[src/rtl/light_dance_ctrl.sv]
`default_nettype none
// ============================================================================
//  Module      : light_dance_ctrl
//  Description : Step-rate sequencer and round-robin seed arbiter that drives
//                the load/pdata/din inputs of the LightDance pattern register.
//  Revision    : 1.0 - initial release
// ============================================================================
module light_dance_ctrl #(
    parameter int          N_REQ        = 4,
    parameter int          DIV_W        = 16,
    parameter logic [7:0]  SEED_DEFAULT = 8'h01
) (
    input  logic                 clk,
    input  logic                 arst,
    input  logic                 en,
    input  logic [DIV_W-1:0]     period,
    input  logic                 din_ext,
    input  logic [N_REQ-1:0]     req,
    input  logic [8*N_REQ-1:0]   seed_in,
    input  logic [7:0]           qdata,
    output logic [N_REQ-1:0]     gnt,
    output logic                 load,
    output logic [7:0]           pdata,
    output logic                 din,
    output logic                 step,
    output logic [1:0]           state
);

    localparam int         c_PTR_W = (N_REQ > 1) ? $clog2(N_REQ) : 1;
    localparam logic [1:0] S_IDLE  = 2'd0;
    localparam logic [1:0] S_SEED  = 2'd1;
    localparam logic [1:0] S_RUN   = 2'd2;

    logic [1:0]         r_state;
    logic [DIV_W-1:0]   r_cnt;
    logic [N_REQ-1:0]   r_gnt;
    logic [c_PTR_W-1:0] r_rr_ptr;

    logic [1:0]         w_state_nxt;
    logic [DIV_W-1:0]   w_cnt_nxt;
    logic [N_REQ-1:0]   w_gnt_nxt;
    logic [c_PTR_W-1:0] w_rr_nxt;

    logic [2*N_REQ-1:0] w_req_dbl;
    logic [N_REQ-1:0]   w_req_rot;
    logic [N_REQ-1:0]   w_first_rot;
    logic [2*N_REQ-1:0] w_onehot_dbl;
    logic [N_REQ-1:0]   w_arb_onehot;
    logic               w_any_req;

    logic [c_PTR_W-1:0] w_gnt_idx;
    logic [7:0]         w_seed_sel;
    logic [7:0]         w_seed_eff;
    logic [c_PTR_W-1:0] w_rr_after;

    // Rotate requests so rr_ptr sits at bit 0, isolate the lowest set bit,
    // then rotate that single bit back into absolute position.
    assign w_any_req    = |req;
    assign w_req_dbl    = {req, req} >> r_rr_ptr;
    assign w_req_rot    = w_req_dbl[N_REQ-1:0];
    assign w_first_rot  = w_req_rot & (-w_req_rot);
    assign w_onehot_dbl = {w_first_rot, w_first_rot} << r_rr_ptr;
    assign w_arb_onehot = w_onehot_dbl[2*N_REQ-1:N_REQ];

    always_comb begin
        w_gnt_idx  = '0;
        w_seed_sel = 8'h00;
        for (int i = 0; i < N_REQ; i++) begin
            if (r_gnt[i]) begin
                w_gnt_idx  = c_PTR_W'(i);
                w_seed_sel = seed_in[8*i +: 8];
            end
        end
    end

    assign w_seed_eff = (w_seed_sel == 8'h00) ? SEED_DEFAULT : w_seed_sel;
    assign w_rr_after = (w_gnt_idx == c_PTR_W'(N_REQ-1)) ? '0 : w_gnt_idx + c_PTR_W'(1);
    assign state      = r_state;

    always_ff @(posedge clk) begin
        if (arst) begin
            r_state  <= S_IDLE;
            r_cnt    <= '0;
            r_gnt    <= '0;
            r_rr_ptr <= '0;
        end else begin
            r_state  <= w_state_nxt;
            r_cnt    <= w_cnt_nxt;
            r_gnt    <= w_gnt_nxt;
            r_rr_ptr <= w_rr_nxt;
        end
    end

    always_comb begin
        w_state_nxt = r_state;
        w_cnt_nxt   = r_cnt;
        w_gnt_nxt   = r_gnt;
        w_rr_nxt    = r_rr_ptr;
        load        = 1'b1;
        pdata       = qdata;
        din         = 1'b0;
        step        = 1'b0;
        gnt         = '0;

        case (r_state)
            S_IDLE: begin
                if (w_any_req) begin
                    w_gnt_nxt   = w_arb_onehot;
                    w_state_nxt = S_SEED;
                end else if (en) begin
                    w_cnt_nxt   = '0;
                    w_state_nxt = S_RUN;
                end
            end

            S_SEED: begin
                pdata       = w_seed_eff;
                gnt         = r_gnt;
                w_rr_nxt    = w_rr_after;
                w_cnt_nxt   = '0;
                w_gnt_nxt   = '0;
                w_state_nxt = en ? S_RUN : S_IDLE;
            end

            S_RUN: begin
                // A count already past a lowered period runs on and wraps
                // rather than forcing an early step.
                if (r_cnt == period) begin
                    load      = 1'b0;
                    din       = din_ext;
                    step      = 1'b1;
                    w_cnt_nxt = '0;
                end else begin
                    w_cnt_nxt = r_cnt + DIV_W'(1);
                end
                if (w_any_req) begin
                    w_gnt_nxt   = w_arb_onehot;
                    w_state_nxt = S_SEED;
                end else if (!en) begin
                    w_cnt_nxt   = '0;
                    w_state_nxt = S_IDLE;
                end
            end

            default: begin
                w_cnt_nxt   = '0;
                w_gnt_nxt   = '0;
                w_state_nxt = S_IDLE;
            end
        endcase

        // Reset overrides everything so a SEED cycle cut by reset never loads.
        if (arst) begin
            load  = 1'b1;
            pdata = qdata;
            din   = 1'b0;
            step  = 1'b0;
            gnt   = '0;
        end
    end

endmodule
`default_nettype wire

[config.mk]
export PLATFORM = sky130hd
export DESIGN_NAME = light_dance_ctrl
export DESIGN_NICKNAME = d
export VERILOG_FILES = /design/src/rtl/light_dance_ctrl.sv
export SDC_FILE = /design/constraint.sdc
export NUM_CORES = 1
export LEC_CHECK = 0
export CAP_MARGIN = 20
export CORE_AREA = 3 3 71 73
export CTS_BUF_LIST = sky130_fd_sc_hd__clkbuf_8 sky130_fd_sc_hd__clkbuf_16
export DETAILED_ROUTE_END_ITERATION = 7
export DIE_AREA = 0 0 74 76
export PLACE_DENSITY = 0.85
export SLEW_MARGIN = 20
export SYNTH_ARGS = -nofsm -noshare
export SYNTH_HDL_FRONTEND = slang
export SYNTH_SLANG_ARGS = --single-unit
[constraint.sdc]
create_clock -name clk -period 2.2 [get_ports clk]
set_input_delay 0.33 -clock clk [delete_from_list [all_inputs] [get_ports clk]]
set_output_delay 0.33 -clock clk [all_outputs]
set_load 0.03 [all_outputs]
==> results of run 1 <==
==> synthesized netlist by cell type (all sizes together), types with 6 or more instances <==
master and number:
nor2 21, inv 7, clkbuf 8, and2 6, nand3 19, nand2 34, dfxtp 24, xor2 18
o21ai 10, a221o 7, a21oi 11, a31oi 6, o22a 6, nand4 15, buf 9
==> state kept, by name, indices dropped and copies added (netlist names) <==
| name | flops |
|---|---|
| r_cnt | 16 |
| r_gnt | 4 |
| r_rr_ptr | 2 |
| state | 2 |
==> power by group <==
part | total [mW] | switching [mW] | internal [mW]
Clock | 0.391 | 0.148 | 0.243
Combinational | 0.371 | 0.168 | 0.203
Sequential | 0.454 | 0.0111 | 0.443
==> area by class of cell <==
| cell class | count | area [sq um] | area share |
|---|---|---|---|
| Tap cell | 52 | 65.1 | 0.0223 |
| Sequential cell | 24 | 484 | 0.166 |
| Clock buffer | 3 | 41.3 | 0.0142 |
| Inverter | 7 | 26.3 | 0.00901 |
| Clock inverter | 1 | 30.0 | 0.0103 |
| Multi-Input combinational cell | 201 | 1270 | 0.436 |
| Timing Repair Buffer | 112 | 998 | 0.342 |
==> stage by stage <==
stage / setup TNS (ps) / utilization / setup WS, ps / std cells
detailed placement: -529 / 0.637 / -356 / 394
global placement: -429 / 0.637 / -341 / 394
global route: -90.2 / 0.661 / -51.1 / 400
floorplan: 0 / - / 51.0 / 249
CTS: 0 / 0.656 / 17.3 / 397
finish: 0 / 0.661 / 15.2 / 400
==> kinds of logic (layout without fill, tap and decap cells) <==
logic type      count (synthesis)  count (layout)
simple gates                  124             124
compound gates                 54              54
flops                          24              24
buf+inv                        24             123
xor+xnor                       19              19
mux                             3               3
fa+ha+maj                       1               1
==> per-layer routing <==
metal / up-vias / wire length (um) / global-route usage
li1: 1112 / - / -
met1: 1037 / 2430 / 0.249
met2: 71 / 3070 / 0.363
met3: 10 / 308 / 0.0290
met4: 0 / 78 / 0.0598
met5: - / 0 / 0
==> what timing repair did <==
| action | CTS | global route |
|---|---|---|
| pin swaps | 9 | 2 |
| setup endpoints to repair | 4 | 3 |
| setup buffers | 0 | 3 |
| gates resized for setup | 28 | 1 |
==> worst min-delay path: cells and delay by family (launching register included) <==
family,cells,cell delay (ps)
DFF,1,350
AOI/OAI and AO/OA,1,70
and+or+nand+nor,1,60
==> how the worst max path moves through the flow <==
stage	start	to	cells after the start
4_1_cts	r_cnt[12]	load	6
3_5_place_dp	period[11]	load	7
6_report	r_gnt[0]	pdata[0]	6
3_3_place_gp	period[11]	load	7
5_1_grt	r_cnt[14]	load	6
2_1_floorplan	r_cnt[8]	din	7
==> key figures, run 1 <==
Yosys
  – Largest family of logic cells by synthesized area: simple AND/OR/NAND/NOR gates
  – Mapped Nets: between 300 and 400
  – Library cells used by synthesis: 44
  – Post-synth top area cell: dfxtp_1
  – Post-synthesis xor/xnor area fraction: 0.0906
  – Mapped Cells: 249
  – Cell area after synthesis: 1840 sq um
  – Register area share after synthesis: 0.262
  – Simple logic cell fraction of the synthesized area: 0.350
  – Top FF cell, synth: dfxtp_1
  – YS warnings: 0
  – Number of synthesized flops with an enable pin: 0
  – Post-Synth Adder-Cell Area: 0.00681
  – Share of the synthesized area in the top cell type: 0.262
  – Top cells by area, synth: dfxtp_1, xor2_1, nand2_1
  – Ys async rst share: 0
  – Post-synthesis compound-gate area fraction: 0.210
  – Post-Syn Area per Cell: 7.38 sq um
  – Multiplexer area fraction after synthesis: 0.0163
  – Synth Register Bits: 24

Die
  – Die area: 5620 sq um
  – Num rows: 24
  – Top Ports: 81
  – Core area: 4410 sq um
  – Initial Utilization: 0.416
  – Die Width: 74 um
  – Die outline height: 76 um

Drt
  – Detailed-route DRC error count: 0
  – ANT nets after route: 0
  – Pre-antenna DRT Iters: 4
  – Initial drt markers: 143
  – Via density: 5.58
  – Avg WL per Cell: 14.7 um
  – Vias: 2230
  – Drt total wl: slightly below 6000 um

Clocking
  – Worst-path clk slew: 90 ps
  – Clock Latency Late Sink: between 200 and 300 ps
  – CTS Sinks: 24
  – Clock Tree Buf Depth: 2
  – Root Buffer: clkbuf_8
  – H-tree levels: 1
  – # hold bufs at CTS: 0
  – CTS Buf Count: 3
  – CTS tree: built

Worst setup path
  – Worst path max stage delay: around 370 ps
  – Slowest cell on crit path: a221o_2
  – CP Data Required Time: about 1900 ps
  – CP delay by family, top: compound AO/OA/AOI/OAI gates
  – Setup crit end kind: output pin
  – Worst setup SP type: register
  – R2R setup slack: 410 ps
  – Cell count of the worst reg-to-reg path: 6
  – Crit path max fanout: 8
  – Reg2reg end: r_cnt[5]
  – Sequence of cells on the critical path: nor2b_2 > a221o_2 > a22oi_2 > nand4_1 > a31oi_2 > buf_6
  – Buf/Inv on CP: 1
  – Worst r2r src: r_cnt[12]
  – Worst Path Arrival: 1850 ps
  – Setup CP Type: reg2out

Pwr
  – Static Leak: 1.20 nW
  – Peak supply drop: 0.000246 V
  – PwrDens: 417 nW/um^2
  – Pwr Total: 1.22 mW

Final layout
  – Area growth, synth to finish: 58.9%
  – Most common cell after layout, fill and taps aside: clkdlybuf4s50_1
  – NumNets Final: 414
  – Inserted Diodes: 0
  – Cell area after layout: 2920 sq um
  – Layout cells sized above 1: 0.210
  – Fillers: roughly 370
  – Most frequent cells in the layout: clkdlybuf4s50_1, buf_4, nand2_1

Place
  – Port Buffers: 80
  – Gpl congestion: 0.840
  – Estimated wirelength of the detail-placed design: 4550 um
  – Post-place instance area: 2810 sq um

Global routing
  – First-pass GRT wire length: 9460 um
  – GRT Util Overall: 0.205
  – Largest net degree at the start of global routing: 21
  – Vias in the first global route: 2204
  – GR Overflow Total: 0
  – Initial antenna violation count: 0

STA
  – Final period utilization: 0.993
  – Fin. max-slew vios: 0
  – Max-slew headroom: 0.766
  – Max Freq: ~0.46 GHz
  – RSZ-0062 raised after global routing: yes
  – Worst-Margin Slew: 350 ps
  – Min Clock Period, post-route: 2180 ps
  – Hold violation count in the final report: 0
  – Final hold slack: just over 500 ps
  – Clock Skew: 3.69 ps
  – # setup viols final: 0

Min path
  – Min-delay worst type: reg2reg
  – Hold_sp: r_cnt[15]
  – Hold Crit Depth: 2
  – Hold worst-path end: r_cnt[15]

Run
  – Max-cap violations: 0

Status
  – Status: finished clean
Note: power is estimated with default switching activity, not from simulation.
==> run 2: changes to the inputs <==
Settings changed: CORE_AREA 3 3 71 73 to 3 3 68 70, DIE_AREA 0 0 74 76 to 0 0 71 73, GPL_ROUTABILITY_DRIVEN from default to 1, PLACE_DENSITY 0.85 to 0.92.
Clock period 2.2 ns to 2.55 ns, I/O delays scaled along.
==> run 2 against run 1 <==
Net effect:
- first-iteration DRC count increased by 10%
- worst hold slack better by 7.9 ps
- sequential cell count unchanged
- worst setup slack better by 29 ps
- non-clock buffer count fell by 16
- register-to-register slack better by 180 ps
- clock-buffer cell count did not move
- power is 15% lower
- utilization increased by 2.8 points
- routed wire length fell by 3.8%
- final cell count is 4.5% lower
- clock power decreased by 14%
- highest routed layer unchanged
==> key figures, run 2 (synthesis gave the netlist of run 1 again) <==
STA
  – Min Clock Period, post-route: 2510 ps
  – Final hold slack: 524 ps (+7.87 ps)
  – Fin. max-slew vios: 0 (unchanged)
  – Max Freq: 0.399 GHz
  – Hold violation count in the final report: 0 (unchanged)
  – # setup viols final: 0 (unchanged)
  – Max-slew headroom: 0.548 (-0.217)
  – Worst-Margin Slew: 675 ps (+325 ps)
  – Clock Skew: 8.99 ps (+5.30 ps)
  – Final period utilization: 0.983

Pwr
  – PwrDens: 374 nW/um^2 (-10%)
  – Static Leak: 1.09 nW (-9.2%)
  – Peak supply drop: 0.000323 V (+31%)

Final layout
  – Inserted Diodes: 0 (unchanged)
  – Cell area after layout: 2780 sq um (-4.8%)
  – Biggest register: r_cnt
  – Largest regs: r_cnt: 16 flops, r_gnt: 4 flops
  – Area growth, synth to finish: 51.2%
  – Most common cell after layout, fill and taps aside: clkdlybuf4s50_1
  – Layout cells sized above 1: 0.151 (-0.0592)
  – Max reg flops: 16 (unchanged)
  – NumNets Final: 398 (-3.9%)
  – Most frequent cells in the layout: clkdlybuf4s50_1, nand2_1, buf_4

Clocking
  – Clock Latency Late Sink: 270 ps (about the same)
  – H-tree levels: 1 (unchanged)
  – Post-CTS Setup Bufs: 0 (unchanged)
  – CTS Buf Count: 3 (unchanged)
  – CTS Sinks: 24 (unchanged)
  – Clock Tree Buf Depth: 2 (unchanged)
  – CTS tree: built
  – Root Buffer: clkbuf_8
  – Worst-path clk slew: 90 ps (about the same)

Worst setup path
  – Setup crit end kind: output pin
  – Worst Path Arrival: 2120 ps (+270 ps)
  – Setup CP Type: in2out
  – Slowest cell on crit path: clkdlybuf4s50_1
  – Worst path max stage delay: 420 ps (+50 ps)
  – Worst setup SP type: input pin
  – Sequence of cells on the critical path: clkdlybuf4s50_1 > xor2_1 > nor4_1 > nand4_1 > nor2_2 > buf_4 > and2_4 > buf_6
  – CP Data Required Time: 2170 ps (+300 ps)
  – Crit path max fanout: 2 (-6)

Die
  – Top Ports: 81 (unchanged)
  – Die outline height: 73 um (-3.9%)
  – Die Width: 71 um (-4.1%)
  – Core area: 4030 sq um (-8.7%)
  – Die area: 5180 sq um (-7.8%)
  – Initial Utilization: 0.456 (+0.0398)
  – Num rows: 23 (-4.2%)

Global routing
  – M3 GR Usage: 0.0317 (+0.00266)
  – Vias in the first global route: 1971 (-11%)
  – First-pass GRT wire length: 8850 um (-6.5%)
  – Largest net degree at the start of global routing: 21 (unchanged)
  – Met1 usage: 0.279 (+0.0298)
  – Met2 usage: 0.352 (-0.0113)
  – GR Overflow Total: 0 (unchanged)
  – GRT Util Overall: 0.207 (+0.00240)
  – Gr busiest metal: met2
  – Initial antenna violation count: 0 (unchanged)

Drt
  – Via density: 5.73 (+2.8%)
  – Avg WL per Cell: 14.8 um (+0.69%)
  – Pre-antenna DRT Iters: 5 (+1)
  – Vias: 2190 (-1.8%)
  – Drt total wl: 5650 um (-3.8%)
  – ANT nets after route: 0 (unchanged)
  – Initial drt markers: 158 (+10%)
  – Detailed-route DRC error count: 0 (unchanged)

Place
  – Estimated wirelength of the detail-placed design: 4470 um (-1.7%)
  – Post-place instance area: 2700 sq um (-4.1%)
  – Gpl congestion: 0.860 (+2.5%)
  – Port Buffers: 80 (unchanged)

Status
  – Status: finished clean

Min path
  – Min-delay worst type: reg2reg

Run
  – Max-cap violations: 0 (unchanged)
-- run 2: changes by cell type in the layout (fill, tap and decap cells not counted), sizes merged --
cell           delta
clkdlybuf4s15     -1
dlygate4sd2      -13
clkdlybuf4s50    +14
buf              -17
clkbuf            +1
-- run 2: metrics by stage --
stage               TNS (ps)  worst slack, ps  instances  power, mW   util
global route           -41.6            -41.6        382       1.08  0.689
finish                     0             44.1        382       1.04  0.689
global placement       -1090             -176        378      0.700  0.669
CTS                        0             33.7        382       1.04  0.687
floorplan                  0              167        249      0.545      -
detailed placement     -1570             -254        378      0.706  0.669
-- run 2: worst max-delay path, delay by kind of cell --
family | cells | cell delay, ps
AND/OR/NAND/NOR | 4 | 900
buffers and inverters | 3 | 680
XOR/XNOR | 1 | 150
-- run 2: area by class of cell --
cell class                 instances  area [sq um]
multi-input combinational        201          1250
timing repair buffer              96           887
clock inverter                     1          30.0
fill                             337          1250
inverter                           7          26.3
tap                               50          62.6
sequential                        24           482
clock buffer                       3          41.3
-- run 2: per-layer routing --
| layer | vias to the layer above | wire length (um) |
|---|---|---|
| met1 | 985 | 2450 |
| met2 | 111 | 2740 |
| met3 | 14 | 381 |
| met5 | - | 0 |
| met4 | 0 | 81 |
| li1 | 1080 | - |
-- run 2: power breakdown --
part | total, mW | switching (mW) | leakage (nW) | internal (mW)
registers | 0.396 | 0.0139 | 0.195 | 0.382
logic | 0.306 | 0.134 | 0.860 | 0.172
clock network | 0.336 | 0.126 | 0.0357 | 0.210
total | 1.04 | 0.275 | 1.09 | 0.764
-- run 2: path summary, 6_finish.rpt --
path	slack (ps)	depth (start not counted)	startpoint	endpoint
min reg2reg	520	1	r_cnt[13]	r_cnt[13]
min	520	1	r_cnt[13]	r_cnt[13]
max	40	8	period[6]	din
max reg2reg	590	5	state[0]	r_cnt[11]
-- run 2: timing repair --
item	4_1_cts	5_1_grt
hold buffers	0	0
gates resized for setup	2	7
gates cloned	0	0
pin swaps	0	5
endpoints found under the setup margin	2	3
